==> config.mk <==
export PLATFORM = sky130hd
export DESIGN_NAME = stopwatch_ctrl_flat
export DESIGN_NICKNAME = d
export VERILOG_FILES = /design/src/rtl/stopwatch_ctrl_if.sv /design/src/rtl/stopwatch_ctrl.sv /design/src/flat_wrapper.sv
export SDC_FILE = /design/constraint.sdc
export NUM_CORES = 1
export LEC_CHECK = 0
export CAP_MARGIN = 30
export CORE_ASPECT_RATIO = 1.1
export CORE_MARGIN = 5
export CORE_UTILIZATION = 55
export DETAILED_ROUTE_END_ITERATION = 10
export PLACE_DENSITY = 0.87
export SLEW_MARGIN = 25
export SYNTH_ARGS = -nofsm -noshare
export SYNTH_HDL_FRONTEND = slang
export SYNTH_SLANG_ARGS = --single-unit
==> constraint.sdc <==
create_clock -name Clk -period 2.5 [get_ports Clk]
set_clock_uncertainty 0.1 [all_clocks]
set_input_delay 0.25 -clock Clk [delete_from_list [all_inputs] [get_ports Clk]]
set_output_delay 0.25 -clock Clk [all_outputs]
set_load 0.02 [all_outputs]
==> src/rtl/stopwatch_ctrl_if.sv <==
// Counter/display-side bundle of the stopwatch controller: counter digits in,
// count tick/clear out, shared segment-decoder value and digit anodes out.
interface stopwatch_ctrl_if;
  logic [3:0] tens;
  logic [3:0] digits;
  logic       cnt_en;
  logic       cnt_clr;
  logic [3:0] seg_bcd;
  logic [1:0] an;
  logic       running;

  modport master (
    input  tens,
    input  digits,
    output cnt_en,
    output cnt_clr,
    output seg_bcd,
    output an,
    output running
  );

  modport slave (
    output tens,
    output digits,
    input  cnt_en,
    input  cnt_clr,
    input  seg_bcd,
    input  an,
    input  running
  );
endinterface

==> src/rtl/stopwatch_ctrl.sv <==
// Stopwatch controller: button sync/edge detect, IDLE/RUN/PAUSE FSM, tick prescaler
// and two-digit display multiplexer. Optional leading-zero blanking: STOPWATCH_BLANK_EN.
module stopwatch_ctrl #(
  parameter int TICK_DIV = 50_000_000,
  parameter int SCAN_DIV = 100_000
) (
  input  logic              Clk,
  input  logic              RST_n,
  input  logic              btn_ss,
  input  logic              btn_clr,
  stopwatch_ctrl_if.master  bus
);

  localparam int PW = $clog2(TICK_DIV);
  localparam int SW = $clog2(SCAN_DIV);
  localparam logic [PW-1:0] PRE_MAX  = PW'(TICK_DIV - 1);
  localparam logic [PW-1:0] PRE_ONE  = PW'(1);
  localparam logic [SW-1:0] SCAN_MAX = SW'(SCAN_DIV - 1);
  localparam logic [SW-1:0] SCAN_ONE = SW'(1);

  typedef enum logic [1:0] {
    IDLE    = 2'b00,
    RUN     = 2'b01,
    PAUSE   = 2'b10,
    ILLEGAL = 2'b11
  } state_e;

  logic [1:0]    ss_sync_q;
  logic          ss_prev_q;
  logic          ss_p_q;
  logic [1:0]    clr_sync_q;
  logic          clr_prev_q;
  logic          clr_p_q;

  state_e        state_q, state_d;
  logic [PW-1:0] pre_q, pre_d;
  logic          cnt_en_q, cnt_en_d;
  logic          cnt_clr_q, cnt_clr_d;
  logic          running_q, running_d;

  logic [SW-1:0] scan_q, scan_d;
  logic          sel_q, sel_d;
  logic [3:0]    seg_q, seg_d;
  logic [1:0]    an_q, an_d;

  // Two-flop synchronizers followed by a registered rising-edge detector per button.
  always_ff @(posedge Clk or negedge RST_n) begin
    if (!RST_n) begin
      ss_sync_q  <= 2'b00;
      ss_prev_q  <= 1'b0;
      ss_p_q     <= 1'b0;
      clr_sync_q <= 2'b00;
      clr_prev_q <= 1'b0;
      clr_p_q    <= 1'b0;
    end else begin
      ss_sync_q  <= {ss_sync_q[0], btn_ss};
      ss_prev_q  <= ss_sync_q[1];
      ss_p_q     <= ss_sync_q[1] & ~ss_prev_q;
      clr_sync_q <= {clr_sync_q[0], btn_clr};
      clr_prev_q <= clr_sync_q[1];
      clr_p_q    <= clr_sync_q[1] & ~clr_prev_q;
    end
  end

  // Run-control state register with prescaler and registered control outputs.
  always_ff @(posedge Clk or negedge RST_n) begin
    if (!RST_n) begin
      state_q   <= IDLE;
      pre_q     <= '0;
      cnt_en_q  <= 1'b0;
      cnt_clr_q <= 1'b0;
      running_q <= 1'b0;
    end else begin
      state_q   <= state_d;
      pre_q     <= pre_d;
      cnt_en_q  <= cnt_en_d;
      cnt_clr_q <= cnt_clr_d;
      running_q <= running_d;
    end
  end

  // Next-state logic; a clear press overrides start/stop, and the prescaler only
  // advances on cycles that stay in RUN so no tick lands on a pause or clear edge.
  always_comb begin
    state_d   = state_q;
    pre_d     = pre_q;
    cnt_en_d  = 1'b0;
    cnt_clr_d = 1'b0;
    if (clr_p_q) begin
      state_d   = IDLE;
      pre_d     = '0;
      cnt_clr_d = 1'b1;
    end else begin
      case (state_q)
        IDLE: begin
          pre_d = '0;
          if (ss_p_q) begin
            state_d = RUN;
          end else begin
            state_d = IDLE;
          end
        end
        RUN: begin
          if (ss_p_q) begin
            state_d = PAUSE;
          end else if (pre_q == PRE_MAX) begin
            pre_d    = '0;
            cnt_en_d = 1'b1;
          end else begin
            pre_d = pre_q + PRE_ONE;
          end
        end
        PAUSE: begin
          if (ss_p_q) begin
            state_d = RUN;
          end else begin
            state_d = PAUSE;
          end
        end
        default: begin
          state_d = IDLE;
          pre_d   = '0;
        end
      endcase
    end
    running_d = (state_d == RUN);
  end

  // Display scan counter, slot select and registered decoder/anode outputs.
  always_ff @(posedge Clk or negedge RST_n) begin
    if (!RST_n) begin
      scan_q <= '0;
      sel_q  <= 1'b0;
      seg_q  <= 4'h0;
      an_q   <= 2'b11;
    end else begin
      scan_q <= scan_d;
      sel_q  <= sel_d;
      seg_q  <= seg_d;
      an_q   <= an_d;
    end
  end

  // Digit and anode are loaded together at each slot boundary, from the slot sel names.
  always_comb begin
    scan_d = scan_q + SCAN_ONE;
    sel_d  = sel_q;
    seg_d  = seg_q;
    an_d   = an_q;
    if (scan_q == SCAN_MAX) begin
      scan_d = '0;
      sel_d  = ~sel_q;
      if (!sel_q) begin
        seg_d = bus.digits;
        an_d  = 2'b10;
      end else begin
`ifdef STOPWATCH_BLANK_EN
        if (bus.tens == 4'h0) begin
          seg_d = 4'hF;
          an_d  = 2'b11;
        end else begin
          seg_d = bus.tens;
          an_d  = 2'b01;
        end
`else
        seg_d = bus.tens;
        an_d  = 2'b01;
`endif
      end
    end else begin
      scan_d = scan_q + SCAN_ONE;
    end
  end

  assign bus.cnt_en  = cnt_en_q;
  assign bus.cnt_clr = cnt_clr_q;
  assign bus.running = running_q;
  assign bus.seg_bcd = seg_q;
  assign bus.an      = an_q;

endmodule
==> src/flat_wrapper.sv <==
// flat-port wrapper written by rule: the top's interface ports become plain ports
module stopwatch_ctrl_flat 
#(
  parameter int TICK_DIV = 50_000_000,
  parameter int SCAN_DIV = 100_000
)
  (Clk, RST_n, btn_ss, btn_clr, bus_tens, bus_digits, bus_cnt_en, bus_cnt_clr, bus_seg_bcd, bus_an, bus_running);
  stopwatch_ctrl_if bus_i ();
  input  logic Clk;
  input  logic RST_n;
  input  logic btn_ss;
  input  logic btn_clr;
  input wire logic [$bits(bus_i.tens)-1:0] bus_tens;
  input wire logic [$bits(bus_i.digits)-1:0] bus_digits;
  output wire logic [$bits(bus_i.cnt_en)-1:0] bus_cnt_en;
  output wire logic [$bits(bus_i.cnt_clr)-1:0] bus_cnt_clr;
  output wire logic [$bits(bus_i.seg_bcd)-1:0] bus_seg_bcd;
  output wire logic [$bits(bus_i.an)-1:0] bus_an;
  output wire logic [$bits(bus_i.running)-1:0] bus_running;
  assign bus_i.tens = bus_tens;
  assign bus_i.digits = bus_digits;
  assign bus_cnt_en = bus_i.cnt_en;
  assign bus_cnt_clr = bus_i.cnt_clr;
  assign bus_seg_bcd = bus_i.seg_bcd;
  assign bus_an = bus_i.an;
  assign bus_running = bus_i.running;
  stopwatch_ctrl #(.TICK_DIV(TICK_DIV), .SCAN_DIV(SCAN_DIV)) u_core (.Clk(Clk), .RST_n(RST_n), .btn_ss(btn_ss), .btn_clr(btn_clr), .bus(bus_i));
endmodule
Word-level counts from Yosys, hierarchy flattened
Index checks and enable logic that the tools add are counted.
{ "op_classes": {"eq_ne": 7, "bitwise": 5, "muxes": 17, "reduce_logical": 2, "add_sub_neg": 2} }
{ "ops": {"columns": ["op", "n"], "rows": [
  ["26-bit two-way mux", 3],
  ["26-bit one-hot mux with 2 select lines", 1],
  ["26-bit by 1-bit adder with 26-bit output, second input constant", 1],
  ["26-bit equality test, second input constant", 1],
  ["17-bit by 1-bit adder with 17-bit output, second input constant", 1],
  ["17-bit equality test, second input constant", 1],
  ["17-bit two-way mux", 1],
  ["2-bit two-way mux", 4],
  ["1-bit two-way mux", 6],
  ["2-bit one-hot mux with 3 select lines", 1],
  ["2-bit by 1-bit equality test with 1-bit output, second input constant", 2],
  ["4-bit two-way mux", 1],
  ["3-bit != test, second input constant", 1],
  ["1-bit NOT", 3],
  ["1-bit bitwise AND", 2],
  ["2-bit equality test, second input constant", 1],
  ["2-bit zero test", 1],
  ["2-bit by 1-bit != test with 1-bit output, second input constant", 1],
  ["2-bit AND reduction", 1]
]} }
{ "totals": {"ff_bits": 63, "output_inout_bits": 9, "wordCells": 48, "in_bits": 12} }

Longest topological paths before layout
Gate-level depths: netlist (run 1).
{ "logic_depth": {"depth_word": 5, "mapped_depth": 8, "ltp_nobuf": 6} }

Worst setup path before layout (run 1)
OpenSTA, ideal clock, no wires.
{ "synth_timing": {"path_kind": "register to register", "from": "register u_core.pre_q[8]", "to": "register u_core.pre_q[20]", "path_buffers": 1, "path_slack_ns": 0.519, "setup_time_ns": 0.118, "arrival_time_ns": 1.763, "required_time_ns": 2.282, "stages_incl_launch_ff": 7, "period_less_slack_ns": 1.981, "cell_sequence": "dfrtp_1 -> or4_4 -> nor4_4 -> a31oi_4 -> nor2_8 -> buf_6 -> nor2_1"} }
{ "synth_between": {"elab_chain_len": 5, "word_cells_on_any_way": 6, "cone_classes": "1 x add/sub; 1 x eq/ne; 4 x mux"} }
{ "synth_lines": {"columns": ["item", "line_no", "text"], "rows": [
  ["start: declaration", "stopwatch_ctrl.sv:36", "logic [PW-1:0] pre_q, pre_d;"],
  ["start signal: assignment", "stopwatch_ctrl.sv:75", "pre_q <= pre_d;"],
  ["26-bit by 1-bit adder with 26-bit output or 26-bit equality test (tied branches)", "stopwatch_ctrl.sv:110, stopwatch_ctrl.sv:106", null],
  ["26-bit two-way mux (*)", "stopwatch_ctrl.sv:106", "end else if (pre_q == PRE_MAX) begin"],
  ["26-bit two-way mux (*)", "stopwatch_ctrl.sv:104", "if (ss_p_q) begin"],
  ["26-bit one-hot mux with 2 select lines (*)", "stopwatch_ctrl.sv:94", "case (state_q)"],
  ["26-bit two-way mux (*)", "stopwatch_ctrl.sv:89", "if (clr_p_q) begin"]
]} }
Every way passes the cells marked *; elsewhere a longest branch is shown, timed or not. The select of a mux whose other input is x is not followed.
A chain may end at the register's enable or synchronous reset.

Worst setup path in the final report (run 1)
{ "layout_timing": {"from": "register u_core.pre_q[8]", "to": "register u_core.pre_q[2]"} }
{ "layout_between": {"elab_chain_len": 5} }
{ "layout_lines": {"columns": ["item", "line_no"], "rows": [
  ["26-bit equality test", "stopwatch_ctrl.sv:106"],
  ["26-bit two-way mux", "stopwatch_ctrl.sv:106"],
  ["26-bit two-way mux", "stopwatch_ctrl.sv:104"],
  ["26-bit one-hot mux with 2 select lines", "stopwatch_ctrl.sv:94"],
  ["26-bit two-way mux", "stopwatch_ctrl.sv:89"]
]} }
Every way passes these cells. The select of a mux whose other input is x is not followed.

==> summary.txt, run 1 <==
Floorplan
  – Die W: ~79 um
  – Die Area: just under 0.007 mm2
  – Initial Util: a little under three fifths
  – Chip height: ~86 um
  – CORE AREA: approximately 0.0050 mm2
  – Num ports: 21
  – Standard-cell row count: 27

Synthesis
  – Sequential share of the synthesized area: 54.9%
  – Post-synthesis mux area share: under 10%
  – Post-synth EDFFs: 0
  – Netlist cell types: 42
  – Synth Net Count: 288
  – Post-Synth XOR/XNOR Area: ~9.7%
  – Post-synthesis register bit count: 63
  – Main flop type after synthesis: dfrtp_1
  – Share of the synthesized area in the top cell type: about 53%
  – Main combinational cell family by area after synthesis: simple AND/OR/NAND/NOR gates
  – Synth Area in Simple Gates: 25.0%
  – Synth Area in Compound Gates: between 4 and 5%
  – Async S/R FF share, synth: 100%
  – Top post-synthesis cells by area: dfrtp_1, xor2_1, nor2_1, nand4_1, nand3_1
  – Post-synth top area cell: dfrtp_1
  – Syn. warnings: 0
  – Cell Area, Synth: roughly 0.0029 mm2
  – Mapped Cells: around 270
  – Adder-Cell Fraction of Synth Area: 0.870%
  – Mean post-synth cell area: 10.5 um2

Placed design
  – Port bufs: 20
  – Post-DP HPWL: approximately 3500 um
  – Final GP Congestion: ~0.8
  – Placed Instances: around 350

Power and ir drop
  – Cell Pwr Density: roughly 680 mW/mm2
  – P_int: 1850 uW
  – Clock Power Share: about half
  – Switch share: about 21%
  – Sequential power share: between 40 and 50%
  – Peak supply drop: about 610 uV
  – Leakage dissipation: 0.00145 uW
  – Comb pwr share: under 10%
  – NetSw: about 480 uW

Cells and area
  – N_diodes: 0
  – Final nets: approximately 320
  – Most frequent cells in the layout: dfrtp_1, nor2_1, xor2_1
  – Final cell count without fillers: between 300 and 400
  – Leading cell type in the layout, fill and taps excluded: dfrtp_1
  – Area Overhead vs Synth: 19.5%
  – Layout cell share with drive strength beyond 1: a little under an eighth

CTS
  – Reg clk slew, reported paths: about 0.070 ns
  – Post_cts resized: 0
  – Skew-Pair Late Insertion Delay: around 0.34 ns
  – Maximum level of the CTS H-tree: 3
  – Clock sinks: 63
  – Num CTS Buffers: 9
  – CTS tree: built
  – Setup Fix Bufs, Post-CTS: 0
  – Clock Path Buffers: 2
  – Clock root buffer: clkbuf_8

Status
  – Status: finished, final reports clean

Drt
  – Routed Antenna Nets: 0
  – Drt total wl: between 5000 and 6000 um
  – Drt drc: 0
  – DR vias/cell: between 5 and 6
  – Routed vias: approximately 2000
  – Wire per inst: about 14 um
  – First-pass DRT Iterations: 4
  – 1st-iter DRT viols: ~90

STA
  – Crit path time final: 2.12 ns
  – RSZ-0062 raised after global routing: no
  – Fin crit share: a little over four fifths
  – Final setup vio count: 0
  – Slew @ Worst Pin: 0.621 ns
  – Slew headroom: 58.6%
  – Final Hold Viols: 0
  – Setup TNS: 0 ns
  – Fmax: 472 MHz
  – Max-slew violation count: 0

Global routing
  – Grt total ovfl: 0
  – First-pass GRT wire length: roughly 9100 um
  – Pin count of the biggest net entering global routing: 37
  – Vias in the first global route: between 2000 and 2500
  – Global Route Usage Sum: roughly 17%
  – Initial antenna violation count: 0

Setup path
  – Worst Reg-to-Reg Cells: 5
  – Reg2Reg Launch Point: u_core.pre_q[8]
  – Worst Setup Path Type: reg -> reg
  – Worst EP required: 2.62 ns
  – Setup crit end kind: register
  – RR Endpoint: u_core.pre_q[2]
  – Worst R2R Setup Slack: about 0.38 ns
  – Crit path launch type: register
  – WP data arrival: 2.23 ns
  – CP max FO: 6

Run
  – Max_cap viols: 0

Worst hold path
  – WHS Endpoint: u_core.ss_sync_q[0]
  – Hold_sp: btn_ss
  – Hold Path Cell Cnt: 1
  – Worst Hold Class: in -> reg
[timing repair]
item | in CTS | in global routing
setup endpoints to repair | 0 | 0
hold buffers | 1 | 0
hold endpoints to repair | 27 | 0
[synthesized netlist by cell type, types with 2 or more instances]
master    instances
o22ai_1           2
or3b_2            2
o21ai_0          10
and4_1            2
xnor2_1           9
inv_1             7
or3_1             2
mux2i_1           6
a21oi_1           9
xor2_1           23
nor2b_1           3
ha_1              2
and3_1            5
dfstp_2           2
nand3_1          17
and2_1            2
nand2_1          16
nor4_1            2
nand4_1          17
nand2b_1          5
nor2_1           42
nor3_1            4
clkbuf_1          6
dfrtp_1          61
[metal layers]
| metal | routed length [um] | global-route usage, % | vias up | share of wire [%] |
|---|---|---|---|---|
| met5 | 0 | 0 | - | 0 |
| met4 | 85 | 7.81 | 0 | 1.6 |
| met3 | 250 | 5.36 | 9 | 4.8 |
| met2 | 2560 | 27.9 | 43 | 49 |
| met1 | 2280 | 21.3 | 993 | 44 |
| li1 | - | - | 998 | - |
[through the flow]
step	setup WS [ns]	utilization (%)	hold slack (ns)	power [uW]	area, um2
global route	0.265	68.3	0.225	2420	3440
detailed placement	0.384	62.8	0.203	1180	3160
finish	0.381	68.3	0.241	2330	3440
floorplan	0.519	-	-0.146	1130	2880
CTS	0.385	68.3	0.233	2350	3440
global placement	0.477	62.8	0.201	1180	3160
[final cells by class]
| cell class | count | area, um2 |
|---|---|---|
| flip-flops and latches | 63 | 1580 |
| clock inverters | 7 | 145 |
| multi-input cells | 195 | 1230 |
| well taps | 58 | 72.6 |
| repair buffers | 27 | 263 |
| clock buffers | 9 | 124 |
| inverters | 7 | 26.3 |
| fillers | 358 | 1590 |
[cell families (layout without fill, tap and decap cells)]
group | count (synthesis) | in the layout
buffers and inverters | 16 | 50
AND/OR/NAND/NOR | 131 | 131
adder cells (fa/ha/maj) | 2 | 2
flip-flops | 63 | 63
XOR/XNOR | 32 | 32
multiplexers | 7 | 7
AO/OA/AOI/OAI | 23 | 23
[worst max path at each step]
stage	depth (start not counted)	endpoint	startpoint	slack, ns
2_1_floorplan	6	u_core.pre_q[20]	u_core.pre_q[8]	0.52
3_3_place_gp	5	u_core.pre_q[17]	u_core.pre_q[8]	0.48
3_5_place_dp	5	u_core.pre_q[8]	u_core.pre_q[8]	0.38
4_1_cts	5	u_core.pre_q[16]	u_core.pre_q[8]	0.39
5_1_grt	5	u_core.pre_q[4]	u_core.pre_q[8]	0.26
6_report	5	u_core.pre_q[2]	u_core.pre_q[8]	0.38
[worst max-delay path, cell delays in order, from the launching register on]
cell and delay, ns:
dfrtp_1 0.44, or4_4 0.55, nor4_4 0.34, a31oi_4 0.20, nand2b_1 0.23, o21ai_0 0.13
[power by group through the flow]
stage	Sequential, uW	Clock [uW]	Combinational, uW
4_1_cts	1050	1180	115
3_5_place_dp	1070	0	114
2_1_floorplan	1070	0	60.0
6_report	1050	1170	112
3_3_place_gp	1060	0	111
5_1_grt	1050	1250	126
[state kept, by name (all words and copies together), names as in the netlist, 2 cells and up]
| signal | count |
|---|---|
| u_core.bus.seg_bcd | 4 |
| u_core.state_q | 2 |
| u_core.clr_sync_q | 2 |
| u_core.bus.an | 2 |
| u_core.scan_q | 17 |
| u_core.ss_sync_q | 2 |
| u_core.pre_q | 26 |
Note: power is estimated with default switching activity, not from simulation.
==> run 2, diff against run 1 <==
==> constraint.sdc (replaced) <==
create_clock -name Clk -period 2.01 [get_ports Clk]
set_clock_uncertainty 0.1 [all_clocks]
set_input_delay 0.201 -clock Clk [delete_from_list [all_inputs] [get_ports Clk]]
set_output_delay 0.201 -clock Clk [all_outputs]
set_load 0.02 [all_outputs]
==> run 2 against run 1 <==
  * The flow now finishes with violations (negative setup slack)
  * Total power is 4.9% higher
  * Sequential cell count stayed put
  * Highest routed layer unchanged
  * Sequential share of layout area grew 0.44 points
==> summary.txt, run 2 (same netlist as run 1, synthesis figures left out) <==
Global routing
  – Vias in the first global route: 2039
  – Global Route Usage Sum: between 15 and 20%
  – Grt total ovfl: 0
  – Initial antenna violation count: 0
  – First-pass GRT wire length: 9160 um
  – Pin count of the biggest net entering global routing: 48

Drt
  – Routed vias: approximately 2100
  – Wire per inst: around 14 um
  – 1st-iter DRT viols: between 100 and 150
  – Drt drc: 0
  – DR vias/cell: about 5.5
  – First-pass DRT Iterations: 4
  – Drt total wl: slightly above 5000 um
  – Routed Antenna Nets: 0

Setup path
  – Worst R2R Setup Slack: -0.006 ns
  – WP data arrival: 2.13 ns
  – Crit path buf inv count: 0
  – Top cell family by delay on the critical path: simple AND/OR/NAND/NOR gates
  – CP max FO: 18
  – RR Endpoint: u_core.pre_q[13]
  – Setup crit end kind: register
  – Worst EP required: between 2 and 2.5 ns
  – Crit path to: u_core.pre_q[13]
  – Worst Setup SP: u_core.pre_q[11]
  – Worst Reg-to-Reg Cells: 5
  – Crit-path cells: or4_4 > nor4_4 > a31oi_4 > nor2_8 > nor2_1
  – Crit-path slowest cell: or4_4
  – Crit. path cell count: 5
  – Reg2Reg Launch Point: u_core.pre_q[11]
  – Crit path launch type: register
  – Crit-path max cell delay: roughly 0.55 ns
  – Worst Setup Path Type: reg -> reg

Cells and area
  – Post-Route Utilization: between 60% and 70%
  – Largest Register: u_core.pre_q
  – Layout cell share with drive strength beyond 1: 13.4%
  – N_diodes: 0
  – Max reg flops: 26
  – Final cell count without fillers: 372
  – Most frequent cells in the layout: dfrtp_1, nor2_1, xor2_1
  – Area Overhead vs Synth: 18.4%
  – Filler Cells Inserted: between 300 and 400
  – Leading cell type in the layout, fill and taps excluded: dfrtp_1
  – Final nets: 324

STA
  – Setup TNS: -0.00770 ns
  – Final setup margin: -0.00598 ns
  – Slew @ Worst Pin: 0.519 ns
  – Max-slew violation count: 0
  – RSZ-0062 raised after global routing: yes
  – Crit path time final: a little over 2 ns
  – Fmax: 496 MHz
  – Slew headroom: ~65%
  – Final setup vio count: 3
  – Final Hold Viols: 0
  – Fin crit share: 100%

CTS
  – Num CTS Buffers: 9
  – CTS tree: built
  – Clock Path Buffers: 2
  – Setup Fix Bufs, Post-CTS: 0
  – Clock root buffer: clkbuf_8
  – Skew-Pair Late Insertion Delay: roughly 0.33 ns
  – Maximum level of the CTS H-tree: 3
  – Clock sinks: 63
  – Reg clk slew, reported paths: about 0.070 ns

Floorplan
  – Die W: ~80 um
  – Initial Util: 57.2%
  – CORE AREA: between 0.005 and 0.006 mm2
  – Die Area: just under 0.007 mm2
  – Num ports: 21
  – Chip height: between 80 and 90 um
  – Standard-cell row count: 27

Placed design
  – Placed Instances: 356
  – Final GP Congestion: 0.810
  – Dpl ws: -0.0124 ns
  – Port bufs: 20
  – Post-DP HPWL: about 3400 um

Power and ir drop
  – Cell Pwr Density: 716 mW/mm2
  – Leakage dissipation: 0.00145 uW
  – Peak supply drop: about 660 uV

Status
  – Violated checks: negative setup slack
  – Status: finished with violations

Worst hold path
  – Worst Hold Class: in -> reg

Run
  – Max_cap viols: 0
-- run 2: what timing repair did --
action,CTS,global route
gates resized for setup,0,1
pin swaps,5,2
setup endpoints to repair,21,28
endpoints found under the hold margin,16,0
hold buffers,1,0
-- run 2: per-stage QoR --
stage / hold WS, ns / cell area (um2) / power [uW]
6_report: 0.212 / 3410 / 2440
5_1_grt: 0.200 / 3410 / 2540
4_1_cts: 0.195 / 3410 / 2470
3_5_place_dp: 0.0482 / 3210 / 1470
3_3_place_gp: 0.0427 / 3210 / 1470
2_1_floorplan: -0.195 / 2880 / 1400
-- run 2: how the worst min path moves through the flow --
stage / start / end / slack (ns) / cells past startpoint
6_report: btn_clr / u_core.clr_sync_q[0] / 0.21 / 1
5_1_grt: btn_ss / u_core.ss_sync_q[0] / 0.20 / 1
4_1_cts: btn_clr / u_core.clr_sync_q[0] / 0.20 / 1
3_5_place_dp: RST_n / u_core.pre_q[3] / 0.05 / 1
3_3_place_gp: RST_n / u_core.pre_q[3] / 0.04 / 1
2_1_floorplan: RST_n / u_core.bus.cnt_clr / -0.19 / 0
-- run 2: power breakdown --
group          total (uW)  switching, uW  internal [uW]
Combinational         142           83.7           58.7
Clock                 996            459            537
Sequential           1300           15.1           1290
Total                2440            557           1880
-- run 2: final cells by class --
type,count,area (um2),share of cell area (%)
Tap cell,58,72.6,2.13
Clock inverter,3,17.5,0.514
Inverter,7,26.3,0.771
Clock buffer,12,165,4.85
Timing Repair Buffer,34,315,9.25
Sequential cell,63,1580,46.3
Multi-Input combinational cell,195,1230,36.1
-- run 2: per-layer routing --
metal | vias to the layer above | global-route usage (%) | part of all wire [%]
met5 | - | 0 | 0
met4 | 0 | 6.88 | 1.6
met3 | 11 | 5.04 | 4.7
met2 | 41 | 27.6 | 48
met1 | 995 | 21.9 | 45
li1 | 1010 | - | -
-- run 2: worst reg2reg max path: stages, from the launching register on --
cell and delay, ns:
dfrtp_1 0.38, or4_4 0.55, nor4_4 0.34, a31oi_4 0.20, nor2_8 0.25, nor2_1 0.09
